--- src/rtl/dp_pkg.sv ---
// dp_pkg: shared types and constants for the dot-product engine.
//   dp_state_t  - sequencer states (IDLE, RD, ACC, OUT)
//   acc_width() - accumulator width that cannot overflow for a given
//                 element width and maximum vector length
//   WR_SEL_ROW / WR_SEL_COL - wr_sel encodings for the shared write port
package dp_pkg;

  typedef enum logic [1:0] {
    IDLE = 2'd0,
    RD   = 2'd1,
    ACC  = 2'd2,
    OUT  = 2'd3
  } dp_state_t;

  localparam logic WR_SEL_ROW = 1'b0;
  localparam logic WR_SEL_COL = 1'b1;

  // Full product needs 2*in_w bits; summing depth of them adds clog2(depth)
  // bits, plus one so the all-negative-squared worst case stays positive.
  function automatic int acc_width(input int in_w, input int depth);
    return 2 * in_w + $clog2(depth) + 1;
  endfunction

endpackage

--- src/rtl/dp_mac.sv ---
// dp_mac: signed multiply-accumulate.
//   clk, rst  - clock, synchronous active-high reset (clears acc)
//   clr       - clear accumulator (priority over en)
//   en        - add a*b (full precision, sign-extended) to acc
//   a, b      - signed IN_W operands
//   acc       - signed ACC_W running sum
module dp_mac
  import dp_pkg::*;
#(
  parameter int IN_W  = 8,
  parameter int ACC_W = acc_width(8, 16)
) (
  input  logic                    clk,
  input  logic                    rst,
  input  logic                    clr,
  input  logic                    en,
  input  logic signed [IN_W-1:0]  a,
  input  logic signed [IN_W-1:0]  b,
  output logic signed [ACC_W-1:0] acc
);

  logic signed [2*IN_W-1:0] prod;
  logic signed [ACC_W-1:0]  prod_ext;

  assign prod     = a * b;
  assign prod_ext = {{(ACC_W-2*IN_W){prod[2*IN_W-1]}}, prod};

  always_ff @(posedge clk) begin
    if (rst || clr) begin
      acc <= '0;
    end else if (en) begin
      acc <= acc + prod_ext;
    end
  end

endmodule

--- src/rtl/dot_product_engine.sv ---
// dot_product_engine: row/column vector buffers plus a self-sequenced
// signed dot product with a valid/ready result handshake.
//   clk, rst            - clock, synchronous active-high reset
//   wr_en/wr_sel/wr_addr/wr_data - shared buffer write port (sel 0=row, 1=col)
//   wr_reject           - one-cycle pulse after a write dropped while busy
//   start, len          - launch a run of len elements (clamped to DEPTH)
//   busy                - run in progress (start and writes refused)
//   out_valid/out_ready - result handshake; y is held while stalled
//   y                   - signed ACC_W dot product
// Build option: define DOT_PRODUCT_RELU_EN to clip negative results to 0.
module dot_product_engine
  import dp_pkg::*;
#(
  parameter int IN_W   = 8,
  parameter int DEPTH  = 16,
  parameter int ADDR_W = $clog2(DEPTH),
  parameter int ACC_W  = acc_width(IN_W, DEPTH)
) (
  input  logic                    clk,
  input  logic                    rst,
  input  logic                    wr_en,
  input  logic                    wr_sel,
  input  logic [ADDR_W-1:0]       wr_addr,
  input  logic signed [IN_W-1:0]  wr_data,
  output logic                    wr_reject,
  input  logic                    start,
  input  logic [ADDR_W:0]         len,
  output logic                    busy,
  output logic                    out_valid,
  input  logic                    out_ready,
  output logic signed [ACC_W-1:0] y
);

  localparam logic [ADDR_W:0] DEPTH_L = (ADDR_W+1)'(DEPTH);

  function automatic logic [ADDR_W:0] clamp_len(input logic [ADDR_W:0] l);
    return (l > DEPTH_L) ? DEPTH_L : l;
  endfunction

  function automatic logic signed [ACC_W-1:0] relu_clip(input logic signed [ACC_W-1:0] v);
`ifdef DOT_PRODUCT_RELU_EN
    return v[ACC_W-1] ? '0 : v;
`else
    return v;
`endif
  endfunction

  logic signed [IN_W-1:0]  row_mem [DEPTH];
  logic signed [IN_W-1:0]  col_mem [DEPTH];

  dp_state_t               state, state_n;
  logic [ADDR_W:0]         cnt_len;
  logic [ADDR_W:0]         addr;
  logic                    rd_en, mac_clr, load_out, clear_out;
  logic signed [IN_W-1:0]  row_p1, col_p1;
  logic                    vld_p1;
  logic signed [ACC_W-1:0] acc_p2;

  assign busy = (state != IDLE);

  // addr doubles as the count of reads issued; once it reaches cnt_len the
  // product of the last read is being accumulated this cycle.
  always_comb begin
    state_n   = state;
    rd_en     = 1'b0;
    mac_clr   = 1'b0;
    load_out  = 1'b0;
    clear_out = 1'b0;
    case (state)
      IDLE: begin
        if (start) begin
          mac_clr = 1'b1;
          state_n = RD;
        end
      end
      RD: begin
        if (cnt_len == '0) begin
          state_n = OUT;
        end else begin
          rd_en   = 1'b1;
          state_n = ACC;
        end
      end
      ACC: begin
        if (addr == cnt_len) begin
          state_n = OUT;
        end else begin
          rd_en = 1'b1;
        end
      end
      OUT: begin
        if (!out_valid) begin
          load_out = 1'b1;
        end else if (out_ready) begin
          clear_out = 1'b1;
          state_n   = IDLE;
        end
      end
      default: state_n = IDLE;
    endcase
  end

  always_ff @(posedge clk) begin
    if (rst) begin
      state     <= IDLE;
      cnt_len   <= '0;
      addr      <= '0;
      vld_p1    <= 1'b0;
      wr_reject <= 1'b0;
    end else begin
      state     <= state_n;
      vld_p1    <= rd_en;
      wr_reject <= wr_en && busy;
      if (mac_clr) begin
        cnt_len <= clamp_len(len);
        addr    <= '0;
      end else if (rd_en) begin
        addr <= addr + 1'b1;
      end
    end
  end

  always_ff @(posedge clk) begin
    if (wr_en && !busy) begin
      if (wr_sel == WR_SEL_ROW) begin
        row_mem[wr_addr] <= wr_data;
      end else begin
        col_mem[wr_addr] <= wr_data;
      end
    end
  end

  // ---- stage p1: synchronous buffer read ----
  always_ff @(posedge clk) begin
    if (rd_en) begin
      row_p1 <= row_mem[addr[ADDR_W-1:0]];
      col_p1 <= col_mem[addr[ADDR_W-1:0]];
    end
  end

  // ---- stage p2: multiply-accumulate ----
  dp_mac #(
    .IN_W  (IN_W),
    .ACC_W (ACC_W)
  ) u_mac (
    .clk (clk),
    .rst (rst),
    .clr (mac_clr),
    .en  (vld_p1),
    .a   (row_p1),
    .b   (col_p1),
    .acc (acc_p2)
  );

  // ---- output stage: result register held until handshake ----
  always_ff @(posedge clk) begin
    if (rst) begin
      out_valid <= 1'b0;
      y         <= '0;
    end else if (load_out) begin
      out_valid <= 1'b1;
      y         <= relu_clip(acc_p2);
    end else if (clear_out) begin
      out_valid <= 1'b0;
    end
  end

endmodule

--- config.mk ---
export PLATFORM = sky130hd
export DESIGN_NAME = dot_product_engine
export DESIGN_NICKNAME = d
export VERILOG_FILES = /design/src/rtl/dp_pkg.sv /design/src/rtl/dp_mac.sv /design/src/rtl/dot_product_engine.sv
export SDC_FILE = /design/constraint.sdc
export NUM_CORES = 1
export LEC_CHECK = 0
export BUFFER_PORTS_ARGS = -buffer_cell sky130_fd_sc_hd__buf_2
export CAP_MARGIN = 40
export CORE_MARGIN = 5
export CORE_UTILIZATION = 48
export DETAILED_ROUTE_END_ITERATION = 7
export PLACE_DENSITY = 0.6
export SETUP_SLACK_MARGIN = 0.05
export SYNTH_ARGS = -nofsm -noshare
export SYNTH_HDL_FRONTEND = slang
export SYNTH_SLANG_ARGS = --single-unit
--- constraint.sdc ---
create_clock -name clk -period 10.8 [get_ports clk]
set_input_delay 2.7 -clock clk [delete_from_list [all_inputs] [get_ports clk]]
set_output_delay 2.7 -clock clk [all_outputs]
set_load 0.02 [all_outputs]
==> Flow_metrics.wiki, run 1 <==
{| class="wikitable"
! Metric !! Value
|-
| Met1 global-route usage || ~26%
|-
| Total number of placement rows || 67
|-
| Power per Cell Area || 259 nW/um2
|-
| Number of nets still failing antenna checks after routing || 0
|-
| Post-layout minimum cycle time || 5360 ps
|-
| Average instance area after synthesis || between 15 and 20 um2
|-
| H-Tree Level Count || 2
|-
| Grt met3 use || between 2 and 3%
|-
| Worst slew margin relative to its limit || 41.2%
|-
| Overall track demand over capacity in global routing || 18.3%
|-
| Number of filler instances in the final layout || ~2,800
|-
| Insertion delay to the later sink of the worst-skew pair || 520 ps
|-
| Clk sinks || about 330
|-
| Unrepaired setup endpoints after global routing || no
|-
| Die Area || 37,700 um2
|-
| Master of the slowest instance on the critical path || sky130_fd_sc_hd__and2_1
|-
| Gate count of the mapped netlist || 1,073
|-
| Avg WL per Cell || 20.6 um
|-
| Worst Setup Slack, final || 5440 ps
|-
| Area used by multi-input combinational logic || 6360 um2
|-
| Antenna violations before repair || 0
|-
| DRC violations left || 0
|-
| Number of enable-type register cells in the synthesized netlist || between 200 and 300
|-
| Synth async-reset ratio || 0%
|-
| Cell variety after synth || 50
|-
| Root buffer cell || sky130_fd_sc_hd__clkbuf_16
|-
| Hold_buf cts || 0
|-
| Combinational Power Share || 44.2%
|-
| Starting Density || 48.6%
|-
| Footprint of the flip-flops and latches || 9310 um2
|-
| Global-route met2 utilization || 30.8%
|-
| Most prevalent standard cell on the critical path || sky130_fd_sc_hd__fa_1
|-
| Post-route cell area || 18,200 um2
|-
| Number of top-level design ports || 47
|-
| Final cycle utilization of the critical path || 49.6%
|-
| Switching share of power || 36.2%
|-
| Wire length of the first global-routing pass || 53,400 um
|-
| Most used flip-flop cell after synthesis || sky130_fd_sc_hd__edfxtp_1
|-
| GR Overflow Total || 0
|-
| Fraction of final layout cells with drive strength greater than 1 || 17.1%
|-
| Accumulated negative setup slack || 0 ps
|-
| Critical-path maximum fanout || 13
|-
| Peak supply drop || 203 uV
|-
| Final setup viols || 0
|-
| Total iterations of the first detailed-routing run || 5
|-
| NumNets Final || about 1,300
|-
| Floorplan die width || 194 um
|-
| Part of the power in registers || between 30% and 40%
|-
| Max stage delay on crit path || approximately 660 ps
|-
| Die H || about 190 um
|-
| Half-perimeter wire length of the detailed placement result || between 20,000 and 25,000 um
|-
| Buf+Inv Stages, Crit Path || 2
|-
| Startpoint class of the critical path || register
|-
| Placeable Area || around 34,000 um2
|-
| 1st-iter DRT viols || slightly above 600
|-
| Total length of routed wires || approximately 33,000 um
|-
| Endpoint kind of the worst setup timing path || register
|-
| Layout Skew || 7.57 ps
|-
| Syn_nets || 1,241
|-
| Category of the most critical setup path || register to register
|-
| Final number of max-transition violations || 0
|-
| Clock share of power || 25.1%
|-
| Share of synthesized area occupied by flip-flops and latches || 57.1%
|-
| Post-synthesis sequential element count || 329
|-
| Maximum number of pins on one net before global-route repair || 54
|-
| Vias in the first global route || 9,177
|-
| Data required, critical path || roughly 11,000 ps
|-
| Total number of yosys warnings || 0
|-
| Most heavily used metal layer in global routing || met2
|-
| Internal Power || 3.00 mW
|-
| Cell Area, Synth || 16,300 um2
|-
| Number of hold violations in the final report || 0
|-
| Layout Utilization || 54.2%
|-
| Longest Clk Path Bufs || 3
|-
| Leak Pwr || 6.63 nW
|-
| Maximum clock rate || 187 MHz
|-
| Status || complete, no violations
|-
| Number of gates resized after CTS || 0
|-
| Kind of cell adding the most delay to the critical path || adder cells
|-
| Final RePlAce weighted congestion || 0.823
|-
| Critical path cell sequence || and2_1 -> fa_1 -> fa_1 -> inv_1 -> fa_1 -> inv_1 -> fa_1 -> ha_1 -> ha_1 -> a21oi_1 -> o21ai_0 -> a221oi_1 -> nand4_1 -> and3_1 -> o21a_1
|-
| Number of antenna cells inserted || 0
|-
| Net switching component of the power || between 1.5 and 2 mW
|-
| Via-to-Cell Ratio || between 5 and 6
|-
| Worst slack at placement || 5440 ps
|-
| TritonCTS clock tree || done
|-
| Worst-margin pin slew || 879 ps
|-
| Total cell area at the placement stage || 17,100 um2
|-
| Total via count in the routed design || 8,627
|-
| Data arrival at the endpoint of the critical path || roughly 5800 ps
|-
| Class of the most critical hold timing path || register to register
|-
| Quantity of I/O buffers inserted on ports || 46
|-
| Max_cap viols || 0
|-
| Clock Pin Slew Worst Setup and Hold Paths || 60 ps
|-
| Number of buffers created by CTS || 35
|-
| Area added between synthesis and finish || 11.7%
|-
| Buffers inserted during post-CTS setup optimization || 0
|}
==> through the flow <==
step / hold WS [ps] / cells / power, mW
after floorplan: 432 / 1073 / 3.10
after global placement: 438 / 1538 / 3.52
after detailed placement: 445 / 1549 / 3.55
after CTS: 453 / 1611 / 4.76
after global routing: 470 / 1611 / 5.13
final: 449 / 1611 / 4.71
==> synthesized netlist by cell type (2+ instances only) <==
library cell,n,area share (%)
sky130_fd_sc_hd__inv_1,109,2.5
sky130_fd_sc_hd__a211o_1,4,0.22
sky130_fd_sc_hd__mux4_1,3,0.48
sky130_fd_sc_hd__and2_1,32,1.2
sky130_fd_sc_hd__o21ai_0,6,0.18
sky130_fd_sc_hd__a21oi_1,43,1.3
sky130_fd_sc_hd__ha_1,53,4.1
sky130_fd_sc_hd__nand3_1,15,0.46
sky130_fd_sc_hd__nor3_1,4,0.12
sky130_fd_sc_hd__a31oi_1,3,0.12
sky130_fd_sc_hd__buf_12,2,0.25
sky130_fd_sc_hd__nor2_1,66,1.5
sky130_fd_sc_hd__nand2b_1,6,0.23
sky130_fd_sc_hd__buf_2,4,0.12
sky130_fd_sc_hd__o21ai_1,4,0.12
sky130_fd_sc_hd__edfxtp_1,272,50
sky130_fd_sc_hd__buf_1,5,0.12
sky130_fd_sc_hd__fa_1,92,11
sky130_fd_sc_hd__a211oi_1,9,0.41
sky130_fd_sc_hd__xor2_1,9,0.48
sky130_fd_sc_hd__and3_1,4,0.15
sky130_fd_sc_hd__a21o_1,6,0.28
sky130_fd_sc_hd__nand4_1,2,0.077
sky130_fd_sc_hd__or2_2,2,0.077
sky130_fd_sc_hd__nor3b_1,6,0.28
sky130_fd_sc_hd__buf_6,4,0.28
sky130_fd_sc_hd__or3_1,2,0.077
sky130_fd_sc_hd__xnor2_1,17,0.91
sky130_fd_sc_hd__a221oi_1,2,0.11
sky130_fd_sc_hd__o22ai_1,3,0.12
sky130_fd_sc_hd__o21bai_1,3,0.14
sky130_fd_sc_hd__nand2_1,94,2.2
sky130_fd_sc_hd__mux4_2,77,11
sky130_fd_sc_hd__o21a_1,5,0.23
sky130_fd_sc_hd__clkbuf_1,19,0.44
sky130_fd_sc_hd__mux2i_1,12,0.74
sky130_fd_sc_hd__nor2b_1,5,0.19
sky130_fd_sc_hd__dfxtp_1,57,7.0
==> layer usage <==
metal	part of all wire [%]	routed length [um]	vias to the layer above
li1	-	-	4004
met1	44	14600	4393
met2	50	16500	184
met3	4.5	1500	46
met4	1.6	540	0
met5	0	0	-
==> power by group through the flow <==
stage	clock, mW	combinational [mW]	sequential (mW)
finish	1.18	2.08	1.44
global route	1.27	2.41	1.45
CTS	1.21	2.10	1.45
detailed placement	0	2.08	1.47
global placement	0	2.05	1.47
floorplan	0	1.65	1.45
==> flip-flops by register name, indices dropped and copies added (netlist names) <==
signal / flops
row_mem: 128
cnt_len: 5
state: 2
row_p1: 8
col_p1: 8
y: 21
wr_reject: 1
out_valid: 1
vld_p1: 1
u_mac.acc: 21
addr: 5
col_mem: 128
==> placed cells by master, fill, tap and decap left out, drive strengths merged, types with 9 or more instances in the layout <==
cell type,netlist,layout
a211oi,9,9
a21oi,44,44
and2,32,32
buf,16,63
clkbuf,19,43
clkinv,1,12
dfxtp,57,57
edfxtp,272,272
fa,92,92
ha,53,53
inv,109,111
mux2i,12,12
mux4,80,80
nand2,94,94
nand3,15,15
nor2,66,66
o21ai,10,10
xnor2,17,17
xor2,9,9
==> final timing paths <==
check | from | endpoint | slack, ps | cells past startpoint
setup / recovery | col_p1[1] | u_mac.acc[20] | 5440 | 15
hold / removal | y[12] | y[12] | 450 | 2
setup reg to reg | col_p1[1] | u_mac.acc[20] | 5440 | 15
hold reg to reg | y[12] | y[12] | 450 | 2
==> kinds of logic (layout without fill, tap and decap cells) <==
family	count (synthesis)	after routing	share of synthesized area (%)
buf+inv	145	235	3.78
mux	92	92	11.9
xor+xnor	26	26	1.40
flops	329	329	57.1
compound gates	94	94	3.64
simple gates	242	242	6.79
fa+ha+maj	145	145	15.4
==> area by class of cell <==
cell class | instances | area share [%]
Sequential cell | 329 | 51.2
Multi-Input combinational cell | 599 | 35.0
Clock buffer | 43 | 5.15
Timing Repair Buffer | 63 | 2.22
Inverter | 110 | 2.27
Clock inverter | 19 | 1.08
Tap cell | 448 | 3.08
==> tightest hold or removal path, delay by kind of cell, from the launching register on <==
kind               cells  cell delay [ps]
AOI/OAI and AO/OA      1               50
DFF                    1              300
and+or+nand+nor        1               50
No activity file was read; power rests on OpenSTA's default activity.
==> run 2: changes to the inputs <==
--- a/config.mk
+++ b/config.mk
@@ -5,6 +5,7 @@
 export SDC_FILE = /design/constraint.sdc
 export NUM_CORES = 1
 export LEC_CHECK = 0
+export ABC_AREA = 1
 export BUFFER_PORTS_ARGS = -buffer_cell sky130_fd_sc_hd__buf_2
 export CAP_MARGIN = 40
 export CORE_MARGIN = 5
==> constraint.sdc (replaced) <==
create_clock -name clk -period 5 [get_ports clk]
set_input_delay 1.25 -clock clk [delete_from_list [all_inputs] [get_ports clk]]
set_output_delay 1.25 -clock clk [all_outputs]
set_load 0.02 [all_outputs]
==> run 2 against run 1 <==
Count of clock-buffer cells in the layout is 1 higher. Sequential share of layout area is 1.9 points lower. Setup slack worse by 5100 ps. Synthesized cell count up 50%. Largest cell class unchanged. Design area rose by 3.9%. Sequential power is 120% higher. Utilization increased by 0.35 points. Highest routed layer unchanged.
==> Flow_metrics.wiki, run 2 <==
{| class="wikitable"
! Metric !! Value
|-
| Status || complete, no violations
|-
| Floorplan die width || between 150 and 200 um
|-
| Class of the most critical hold timing path || register to register
|-
| Total via count in the routed design || ~11,000
|-
| Hold_buf cts || 0
|-
| Post-layout minimum cycle time || 4670 ps
|-
| Clk sinks || 329
|-
| NumNets Final || 1,819
|-
| Number of hold violations in the final report || 0
|-
| Leak Pwr || 7.76 nW
|-
| Worst-margin pin slew || 902 ps
|-
| Number of buffers created by CTS || 38
|-
| Total number of placement rows || 68
|-
| GR Overflow Total || 0
|-
| Fraction of final layout cells with drive strength greater than 1 || 9.42%
|-
| Via-to-Cell Ratio || about 5.3
|-
| Worst Setup Slack, final || 332 ps
|-
| Cell Area, Synth || roughly 17,000 um2
|-
| Max_cap viols || 0
|-
| Number of nets still failing antenna checks after routing || 0
|-
| 1st-iter DRT viols || between 800 and 900
|-
| Critical-path maximum fanout || 8
|-
| Share of synthesized area occupied by flip-flops and latches || 55.3%
|-
| Quantity of I/O buffers inserted on ports || 46
|-
| Cell variety after synth || 34
|-
| Post-synthesis sequential element count || 329
|-
| Top cell type's share of synthesized area || 48.5%
|-
| Top cells by area in the synthesized netlist || sky130_fd_sc_hd__edfxtp_1, sky130_fd_sc_hd__fa_1, sky130_fd_sc_hd__dfxtp_1
|-
| Total length of routed wires || 39,700 um
|-
| Reg-to-reg critical path endpoint || u_mac.acc[18]
|-
| Unrepaired setup endpoints after global routing || no
|-
| Antenna violations before repair || 0
|-
| Final setup viols || 0
|-
| Net switching component of the power || 5.96 mW
|-
| Avg WL per Cell || 18.6 um
|-
| Most numerous cell types in the synthesized netlist || sky130_fd_sc_hd__edfxtp_1, sky130_fd_sc_hd__nor2_1, sky130_fd_sc_hd__nand2_1
|-
| Starting Density || 48.6%
|-
| Total iterations of the first detailed-routing run || 5
|-
| Met3 routed wirelength || approximately 2000 um
|-
| Vias in the first global route || 11,300
|-
| Met1 wire length || 17,000 um
|-
| Placeable Area || between 30,000 and 40,000 um2
|-
| Insertion delay to the later sink of the worst-skew pair || 550 ps
|-
| CP Launch Point || row_p1[7]
|-
| Syn_nets || 1,778
|-
| Most used flip-flop cell after synthesis || sky130_fd_sc_hd__edfxtp_1
|-
| Gate count of the mapped netlist || 1,610
|-
| Library cell with the highest instance count after synthesis || sky130_fd_sc_hd__edfxtp_1
|-
| Combinational Power Share || 55.5%
|-
| Maximum clock rate || between 200 and 250 MHz
|-
| Average instance area after synthesis || 10.5 um2
|-
| DRC violations left || 0
|-
| Half-perimeter wire length of the detailed placement result || 26,700 um
|-
| Final RePlAce weighted congestion || between 0.8 and 0.9
|-
| Number of antenna cells inserted || 0
|-
| Total chip power || 13.5 mW
|-
| Worst setup slack for register-to-register paths || 330 ps
|-
| Die H || 197 um
|-
| Clock share of power || 20.8%
|-
| Accumulated negative setup slack || 0 ps
|-
| Synth async-reset ratio || 0%
|-
| Top sig layer || met4
|-
| Total number of yosys warnings || 0
|-
| Wire length of the first global-routing pass || 63,300 um
|-
| Most used cells in the layout excluding fill and tap cells || sky130_fd_sc_hd__edfxtp_1, sky130_fd_sc_hd__nor2_1, sky130_fd_sc_hd__nand2_1, sky130_fd_sc_hd__inv_1, sky130_fd_sc_hd__o21ai_0
|-
| Startpoint class of the critical path || register
|-
| Maximum number of pins on one net before global-route repair || 86
|-
| Root buffer cell || sky130_fd_sc_hd__clkbuf_16
|-
| Final number of max-transition violations || 0
|-
| Switching share of power || 44.0%
|-
| Endpoint kind of the worst setup timing path || register
|-
| Number of enable-type register cells in the synthesized netlist || 272
|-
| Worst slew margin relative to its limit || approximately 40%
|-
| Most frequent standard cell in the layout excluding fill and tap cells || sky130_fd_sc_hd__edfxtp_1
|-
| End point of the critical path || u_mac.acc[18]
|-
| Non-filler cells in the finished layout || 2,133
|-
| Final cycle utilization of the critical path || 93.4%
|-
| FF-to-FF Start || row_p1[7]
|-
| Worst slack at placement || about 260 ps
|-
| Leading registers by flop count || col_mem x128, row_mem x128
|-
| Internal Power || 7.59 mW
|-
| Worst Reg2Reg Path Length in Cells || 19
|-
| DP Cell Count || 2,056
|-
| Die Area || 38,900 um2
|-
| H-Tree Level Count || 2
|-
| Number of top-level design ports || 47
|-
| Peak supply drop || between 600 and 700 uV
|-
| Data arrival at the endpoint of the critical path || 5110 ps
|-
| Data required, critical path || 5440 ps
|-
| Area added between synthesis and finish || 12.2%
|-
| Layout Skew || 21.9 ps
|-
| Part of the power in registers || 23.6%
|-
| Longest Clk Path Bufs || 3
|-
| Power per Cell Area || 716 nW/um2
|-
| Overall track demand over capacity in global routing || 20.6%
|-
| Category of the most critical setup path || register to register
|-
| TritonCTS clock tree || done
|-
| Largest area contributor in the synthesized netlist || sky130_fd_sc_hd__edfxtp_1
|-
| Clock Pin Slew Worst Setup and Hold Paths || approximately 60 ps
|-
| Detailed-routed wire length on met2 || between 15,000 and 20,000 um
|}
[run 2: routing by layer]
layer,track usage (%),vias to the layer above
met5,0,-
met2,36.3,285
met3,3.07,56
met4,4.47,0
li1,-,5485
met1,27.3,5538
[run 2: worst min-delay path by stage]
stage                  from            to  slack (ps)  cells past startpoint
2_1_floorplan  u_mac.acc[1]  u_mac.acc[1]         440                      2
3_3_place_gp   u_mac.acc[5]  u_mac.acc[5]         450                      2
3_5_place_dp   u_mac.acc[4]  u_mac.acc[4]         460                      2
4_1_cts        u_mac.acc[4]  u_mac.acc[4]         460                      2
5_1_grt        u_mac.acc[5]  u_mac.acc[5]         480                      2
6_report       u_mac.acc[4]  u_mac.acc[4]         460                      2
[run 2: layout make-up]
type | instances | area [um2]
Clock inverter | 23 | 294
Tap cell | 455 | 569
Clock buffer | 44 | 973
Multi-Input combinational cell | 988 | 6450
Inverter | 216 | 813
Fill cell | 2991 | 15700
Timing Repair Buffer | 78 | 490
Sequential cell | 329 | 9310
[run 2: repair_timing]
item                                    4_1_cts  5_1_grt
setup buffers                                 0       10
endpoints found under the setup margin        0        6
resized for setup                             0       11
[run 2: through the flow]
step           utilization [%]  hold WS (ps)  instance area, um2
2_1_floorplan                -           441               16800
3_3_place_gp              50.3           448               17400
3_5_place_dp              50.6           457               17500
4_1_cts                   54.2           464               18800
5_1_grt                   54.6           478               18900
6_report                  54.6           462               18900
[run 2: worst max-delay path, cell delays in order, from the launching register on]
cell                       delay [ps]
sky130_fd_sc_hd__edfxtp_1         500
sky130_fd_sc_hd__nand2_1          180
sky130_fd_sc_hd__fa_2             580
sky130_fd_sc_hd__fa_1             690
sky130_fd_sc_hd__inv_1            150
sky130_fd_sc_hd__fa_1             490
sky130_fd_sc_hd__inv_1             50
sky130_fd_sc_hd__fa_1             470
sky130_fd_sc_hd__inv_1             40
sky130_fd_sc_hd__ha_1             270
sky130_fd_sc_hd__ha_1             350
sky130_fd_sc_hd__nand2_1          140
sky130_fd_sc_hd__nor2_1           130
sky130_fd_sc_hd__inv_1             60
sky130_fd_sc_hd__nor3_1           120
sky130_fd_sc_hd__nand2_1           90
sky130_fd_sc_hd__nand3_1           80
sky130_fd_sc_hd__nand3_1           80
sky130_fd_sc_hd__nand2_1           70
sky130_fd_sc_hd__inv_1             30
[run 2: kinds of logic after synthesis]
| family | count (synthesis) | synth area share (%) |
|---|---|---|
| adders and majority gates | 145 | 14.9 |
| AOI/OAI and AO/OA | 288 | 9.65 |
| DFF | 329 | 55.3 |
| xor gates and xnor gates | 9 | 0.468 |
| and+or+nand+nor | 546 | 13.0 |
| buffers and inverters | 293 | 6.74 |
[run 2: power by group through the flow]
stage	Sequential [mW]	Combinational, mW	Clock [mW]
global route	3.21	8.74	3.00
floorplan	3.23	5.45	0
detailed placement	3.26	7.14	0
global placement	3.26	7.05	0
CTS	3.20	7.20	2.88
finish	3.20	7.52	2.82
